[src/rtl/conv_sequencer.sv]
// Control sequencer for the 3x3 convolution window: pops line-buffer columns, applies stride,
// emits window positions to the MAC. Optional stall counter enabled by CONV_SEQ_PERF_EN.
module conv_sequencer #(
  parameter int BIT_DEPTH = 8,
  parameter int COL_W     = 8
) (
  input  logic             clk,
  input  logic             rst,
  input  logic             start,
  input  logic [COL_W-1:0] img_width,
  input  logic [COL_W-1:0] img_height,
  input  logic [1:0]       stride,
  input  logic             col_valid,
  output logic             col_pop,
  output logic             win_shift,
  output logic             row_adv,
  output logic             win_valid,
  input  logic             win_ready,
  output logic [COL_W-1:0] out_row,
  output logic [COL_W-1:0] out_col,
  output logic             busy,
  output logic             done,
  output logic             cfg_err
`ifdef CONV_SEQ_PERF_EN
  ,
  output logic [15:0]      stall_cycles
`endif
);

  typedef enum logic [2:0] {S_IDLE, S_RUN, S_ROW_END, S_DRAIN, S_DONE} state_t;

  localparam logic [COL_W-1:0] MIN_DIM = COL_W'(3);
  localparam logic [COL_W-1:0] ONE     = COL_W'(1);

  state_t           state_q, state_d;
  logic [COL_W-1:0] width_q, width_d, height_q, height_d;
  logic [1:0]       stride_q, stride_d;
  logic [COL_W-1:0] colcnt_q, colcnt_d, top_q, top_d;
  logic [1:0]       hph_q, hph_d, vph_q, vph_d;
  logic [COL_W-1:0] ocol_q, ocol_d, orow_q, orow_d;
  logic             win_valid_q, win_valid_d;
  logic [COL_W-1:0] out_row_q, out_row_d, out_col_q, out_col_d;
  logic             cfg_err_q, cfg_err_d;

  logic             accept;
  logic [COL_W-1:0] col_next;
  logic [1:0]       stride_in;
  logic             cfg_bad;
  logic             hph_last, vph_last;

  assign accept    = win_valid_q & win_ready;
  assign col_next  = colcnt_q + ONE;
  assign stride_in = (stride == 2'd0) ? 2'd1 : stride;
  // A zero-width pixel bus is treated like an undersized frame.
  assign cfg_bad   = (img_width < MIN_DIM) || (img_height < MIN_DIM) || (BIT_DEPTH < 1);
  assign hph_last  = (hph_q == stride_q - 2'd1);
  assign vph_last  = (vph_q == stride_q - 2'd1);

  always_comb begin
    state_d     = state_q;
    width_d     = width_q;
    height_d    = height_q;
    stride_d    = stride_q;
    colcnt_d    = colcnt_q;
    top_d       = top_q;
    hph_d       = hph_q;
    vph_d       = vph_q;
    ocol_d      = ocol_q;
    orow_d      = orow_q;
    win_valid_d = accept ? 1'b0 : win_valid_q;
    out_row_d   = out_row_q;
    out_col_d   = out_col_q;
    cfg_err_d   = cfg_err_q;
    col_pop     = 1'b0;
    row_adv     = 1'b0;

    unique case (state_q)
      S_IDLE: begin
        if (start) begin
          width_d  = img_width;
          height_d = img_height;
          stride_d = stride_in;
          colcnt_d = '0;
          top_d    = '0;
          hph_d    = 2'd0;
          vph_d    = 2'd0;
          ocol_d   = '0;
          orow_d   = '0;
          cfg_err_d = cfg_bad;
          state_d   = cfg_bad ? S_DONE : S_RUN;
        end
      end
      S_RUN: begin
        col_pop = col_valid & (~win_valid_q | win_ready);
        if (col_pop) begin
          colcnt_d = col_next;
          // Window spans columns col_next-3..col_next-1 once three columns are in.
          if (col_next >= MIN_DIM) begin
            if ((hph_q == 2'd0) && (vph_q == 2'd0)) begin
              win_valid_d = 1'b1;
              out_col_d   = ocol_q;
              out_row_d   = orow_q;
              ocol_d      = ocol_q + ONE;
            end
            hph_d = hph_last ? 2'd0 : hph_q + 2'd1;
          end
          if (col_next == width_q) begin
            state_d = (top_q == height_q - MIN_DIM) ? S_DRAIN : S_ROW_END;
          end
        end
      end
      S_ROW_END: begin
        row_adv  = 1'b1;
        top_d    = top_q + ONE;
        colcnt_d = '0;
        hph_d    = 2'd0;
        ocol_d   = '0;
        vph_d    = vph_last ? 2'd0 : vph_q + 2'd1;
        orow_d   = vph_last ? orow_q + ONE : orow_q;
        state_d  = S_RUN;
      end
      S_DRAIN: begin
        if (!win_valid_q || win_ready) state_d = S_DONE;
      end
      S_DONE: begin
        state_d = S_IDLE;
      end
      default: state_d = S_IDLE;
    endcase
  end

  always_ff @(posedge clk) begin
    if (rst) begin
      state_q     <= S_IDLE;
      width_q     <= '0;
      height_q    <= '0;
      stride_q    <= 2'd0;
      colcnt_q    <= '0;
      top_q       <= '0;
      hph_q       <= 2'd0;
      vph_q       <= 2'd0;
      ocol_q      <= '0;
      orow_q      <= '0;
      win_valid_q <= 1'b0;
      out_row_q   <= '0;
      out_col_q   <= '0;
      cfg_err_q   <= 1'b0;
    end else begin
      state_q     <= state_d;
      width_q     <= width_d;
      height_q    <= height_d;
      stride_q    <= stride_d;
      colcnt_q    <= colcnt_d;
      top_q       <= top_d;
      hph_q       <= hph_d;
      vph_q       <= vph_d;
      ocol_q      <= ocol_d;
      orow_q      <= orow_d;
      win_valid_q <= win_valid_d;
      out_row_q   <= out_row_d;
      out_col_q   <= out_col_d;
      cfg_err_q   <= cfg_err_d;
    end
  end

  assign win_shift = col_pop;
  assign win_valid = win_valid_q;
  assign out_row   = out_row_q;
  assign out_col   = out_col_q;
  assign cfg_err   = cfg_err_q;
  assign busy      = (state_q == S_RUN) || (state_q == S_ROW_END) || (state_q == S_DRAIN);
  assign done      = (state_q == S_DONE);

`ifdef CONV_SEQ_PERF_EN
  logic [15:0] stall_q, stall_d;

  always_comb begin
    stall_d = stall_q;
    if ((state_q == S_IDLE) && start) begin
      stall_d = 16'd0;
    end else if (busy && win_valid_q && !win_ready && (stall_q != 16'hFFFF)) begin
      stall_d = stall_q + 16'd1;
    end
  end

  always_ff @(posedge clk) begin
    if (rst) stall_q <= 16'd0;
    else     stall_q <= stall_d;
  end

  assign stall_cycles = stall_q;
`endif

endmodule

[config.mk]
export PLATFORM = sky130hd
export DESIGN_NAME = conv_sequencer
export DESIGN_NICKNAME = d
export VERILOG_FILES = /design/src/rtl/conv_sequencer.sv
export SDC_FILE = /design/constraint.sdc
export NUM_CORES = 1
export LEC_CHECK = 0
export BUFFER_PORTS_ARGS = -buffer_cell sky130_fd_sc_hd__buf_2
export CORE_ASPECT_RATIO = 0.6
export CORE_MARGIN = 2
export CORE_UTILIZATION = 55
export CTS_CLUSTER_DIAMETER = 30
export DETAILED_ROUTE_END_ITERATION = 10
export PLACE_DENSITY = 0.76
export SLEW_MARGIN = 0
export SYNTH_ARGS = -nofsm -noshare
export SYNTH_HDL_FRONTEND = slang
export SYNTH_SLANG_ARGS = --single-unit
[constraint.sdc]
create_clock -name clk -period 3 [get_ports clk]
set_clock_uncertainty 0.1 [all_clocks]
set_input_delay 0.45 -clock clk [delete_from_list [all_inputs] [get_ports clk]]
set_output_delay 0.45 -clock clk [all_outputs]
set_load 0.02 [all_outputs]
==> results <==
- For this run, the detailed router's first-pass iteration total came to 5.
- The tightest min-delay check is of the primary input to flop type.
- The number of cells on the worst reg-to-reg path is 8.
- The total area inside the core boundary comes to 0.006705 mm².
- The area after detailed placement is 0.004053 mm².
- The number of warnings issued by yosys is 0.
- The clock passes through at most 2 buffers.
- The count of antenna diodes in the layout is 0.
- CTS saw 75 sinks.
- The cell count after synthesis is 463.
- Setup repair after global routing left no endpoint under its margin.
- In this run the worst path has a maximum fanout of 17.
- The worst hold slack across all endpoints is 229.8 ps.
- The internal power summed over all cells is between 0.002 and 0.0025 W.
- The floorplan die area is 0.007648 mm².
- The overall fraction of global-route tracks in use is 0.2389.
- The net switching power is 0.001022 W.
- Synthesis inferred 75 register bits.
- The total placed cells including tap cells is 572.
- The via-per-instance ratio is 5.787.
- The maximum ir drop on the vdd rail is 652.5 µV.
- Dividing the final minimum period by the clock period gives 0.8944.
- After synthesis, the netlist uses 52 different library cells.
- TritonCTS created 9 clock buffers.
- The post-synthesis cell type with the largest combined area is dfxtp_1.
- The analysis attributes to cell leakage a power of 1.857 nW.
- For this design, the CTS-stage hold fixing added 0 buffers.
- The net count of the mapped netlist is a little under 500.
- STA puts the critical path data required time at roughly 3100 ps.
- The sum of negative setup slack is 0 ps.
- At the worst endpoint, the arrival time is 2790 ps.
- After the last flow step, the layout net total stands at 527.
- The synthesis-to-layout area growth is 15.96%.
- The area fraction of the dominant cell type after synthesis is 0.3932.
- The total of buffers placed on input and output ports is 45.
- The hold-critical path depth is 2.
- In the routed design, unresolved DRC markers number 0.
- The maximum number of pins on one net before global-route repair is 33.
- The flow ran to the end, and the final reports show no timing, DRC or antenna violations.
- After clock tree synthesis, the clock-pin slew on the worst setup and hold paths is 60 ps.
- The final routed wire length divided by cell count is 14.77 µm.
- Routability-driven placement finished with a final weighted congestion of 0.9388.
- The clock period minus final worst setup slack is 2683 ps.
- The count of flip-flops with a built-in enable after synthesis is 0.
- By area the synthesized netlist is led by dfxtp_1 (39%), nor2_1 (5.9%), nand2_1 (4.9%), a21oi_1 (4.6%), mux2i_1 (4.5%).
- The tightest slew margin relative to the limit is 0.5521.
- The share of layout cells above drive strength 1 is 0.1557.
- The antenna violation net count after detailed routing is 0.
- The combinational share of power is 0.235.
- The clock tree synthesis step divided the H-tree into 3 levels.
- The via count of the first global-routing pass came to 2975.
- The capturing element type of the critical path is a flop.
- The async set-reset flop share out of synthesis is 0.
- The commonest register cell after synthesis is dfxtp_1.
- Clock tree synthesis selected as its root buffer the cell clkbuf_16.
- 46 I/O pins were placed.
- The mean instance size in the synthesized netlist is 8.248 µm².
- The routed design has 8685 µm of wire.
- The achievable clock frequency is 372.7 MHz.
- The starting density of the core is 0.5695.
- The first global-routing pass estimated 14300 µm of wire.
- The final count of pins violating max slew is 0.
- Dividing total power by cell area gives a power density of 748.9 mW/mm².
- The first routing iteration left 316 violations.
- The hold violation total from the final report is 0.
- The kind of start point of the critical path is a flop.
- The switching fraction of total power is 0.3081.
- Of the total power, registers draw 0.361.
- The number of setup violations in the final report is 0.
- After clock tree synthesis, the repair step resized 0 gates.
- The clock share of power is 0.405.
- The finished layout holds 588 standard cells, fillers aside.
- Detailed placement ended at an HPWL of 6175 µm.
- The initial antenna violation count was 0.
- For the pin with the worst max-slew slack, the measured transition is around 660 ps.
- From left edge to right edge, the die measures 111.6 µm.
- The initialized floorplan defines 23 standard-cell rows.
- The number of vias in the routed layout is 3403.
- In this run the cell area of the synthesized design comes to 0.003819 mm².
- The class of the most critical setup path is flop to flop.
- Global routing finished with a remaining overflow of 0.
- The sequential share of the synthesized area is 0.3932.
- Clock latency on the worst-skew pair, taken at its later pin, is 340 ps.
- Summing all non-filler instances in the final layout gives an area of 0.004428 mm².
- The post-CTS setup repair buffer count is 0.
- The clock tree from TritonCTS is yes.
- At the end of the flow the core is filled with cells to 0.6604.
- The die height is 68.55 µm.
- Max-cap violations in this run came to 0.
state kept, by name, summed over array words and instances (netlist names):
name	count
ocol_q	8
width_q	8
cfg_err	1
out_col	8
colcnt_q	8
orow_q	8
hph_q	2
win_valid	1
height_q	8
stride_q	2
vph_q	2
top_q	8
state_q	3
out_row	8
critical path, stage by stage (launching register included):
cell	delay, ps
dfxtp_1	510
ha_1	380
and2_1	230
o21ai_0	100
a2111o_1	440
o211ai_2	170
buf_4	310
mux2i_1	250
nor2_1	70
cell families after synthesis:
family                     share of synthesized area
AOI/OAI and AO/OA                             0.1586
xor gates and xnor gates                     0.07339
buffers and inverters                        0.05340
DFF                                           0.3932
muxes                                        0.05341
and+or+nand+nor                               0.2418
adders and majority gates                    0.02621
cells in the final DEF (no fill, tap or decap), types with 3 or more instances in the layout:
cell type / count
or3_1: 6
xnor2_1: 15
nor4_1: 7
a21oi_1: 35
nor3b_1: 3
o21ai_0: 17
and3_1: 7
nor2_1: 60
o21a_1: 5
nand2b_1: 3
xor2_1: 17
bufinv_16: 4
nand2_1: 50
mux2_2: 3
inv_1: 12
dfxtp_1: 75
ha_1: 8
a211oi_1: 10
nor2b_1: 4
buf_2: 45
buf_4: 7
and4_1: 3
a22oi_1: 4
nor3_1: 9
clkbuf_16: 9
nand3b_1: 4
a31oi_1: 4
nand3_1: 20
o2111ai_1: 5
mux2i_1: 17
and2_1: 5
nand4_1: 5
per-layer routing:
| layer | part of all wire | track usage | vias up |
|---|---|---|---|
| met5 | 0 | 0 | - |
| met4 | 0.012 | 0.07870 | 0 |
| met3 | 0.074 | 0.07605 | 10 |
| met2 | 0.43 | 0.3720 | 108 |
| met1 | 0.48 | 0.3207 | 1599 |
| li1 | - | - | 1686 |
stage by stage:
stage          setup slack, ps  power, W
3_3_place_gp             498.1  0.001949
2_1_floorplan            709.0  0.001781
6_report                 316.8  0.003316
3_5_place_dp             378.7  0.001976
5_1_grt                  120.4  0.003488
4_1_cts                  316.0  0.003323
worst paths after layout:
kind / end / slack [ps] / from
setup / recovery: out_col[3]$_SDFFE_PP0P_ / 320 / colcnt_q[0]$_SDFFE_PP0P_
hold / removal: stride_q[0]$_SDFFE_PP0P_ / 230 / stride[1]
setup reg to reg: out_col[3]$_SDFFE_PP0P_ / 320 / colcnt_q[0]$_SDFFE_PP0P_
hold reg to reg: width_q[7]$_SDFFE_PP0P_ / 370 / width_q[7]$_SDFFE_PP0P_
synthesized netlist by cell type, types with 5 or more instances:
cell and number:
a211oi_1 10, a21oi_1 35, and2_1 5, and3_1 7
buf_2 5, clkbuf_1 19, dfxtp_1 75, ha_1 8
inv_1 12, mux2i_1 17, nand2_1 50, nand3_1 20
nand4_1 5, nor2_1 60, nor3_1 9, nor4_1 7
o2111ai_1 5, o21a_1 5, o21ai_0 17, or3_1 6
xnor2_1 15, xor2_1 17
power by group through the flow:
stage,sequential (W),combinational (W),clock (W)
2_1_floorplan,0.00116,0.000626,0
3_3_place_gp,0.00121,0.000740,0
3_5_place_dp,0.00122,0.000761,0
4_1_cts,0.00119,0.000768,0.00136
5_1_grt,0.00121,0.000868,0.00141
6_report,0.00120,0.000778,0.00134
cell type report:
type / instances / area, µm²
flip-flops and latches: 75 / 1501
well taps: 87 / 108.9
repair buffers: 52 / 277.8
fillers: 584 / 2277
clock inverters: 6 / 136.4
clock buffers: 10 / 239.0
inverters: 12 / 45.04
multi-input cells: 346 / 2120
No activity file was read; power rests on OpenSTA's default activity.
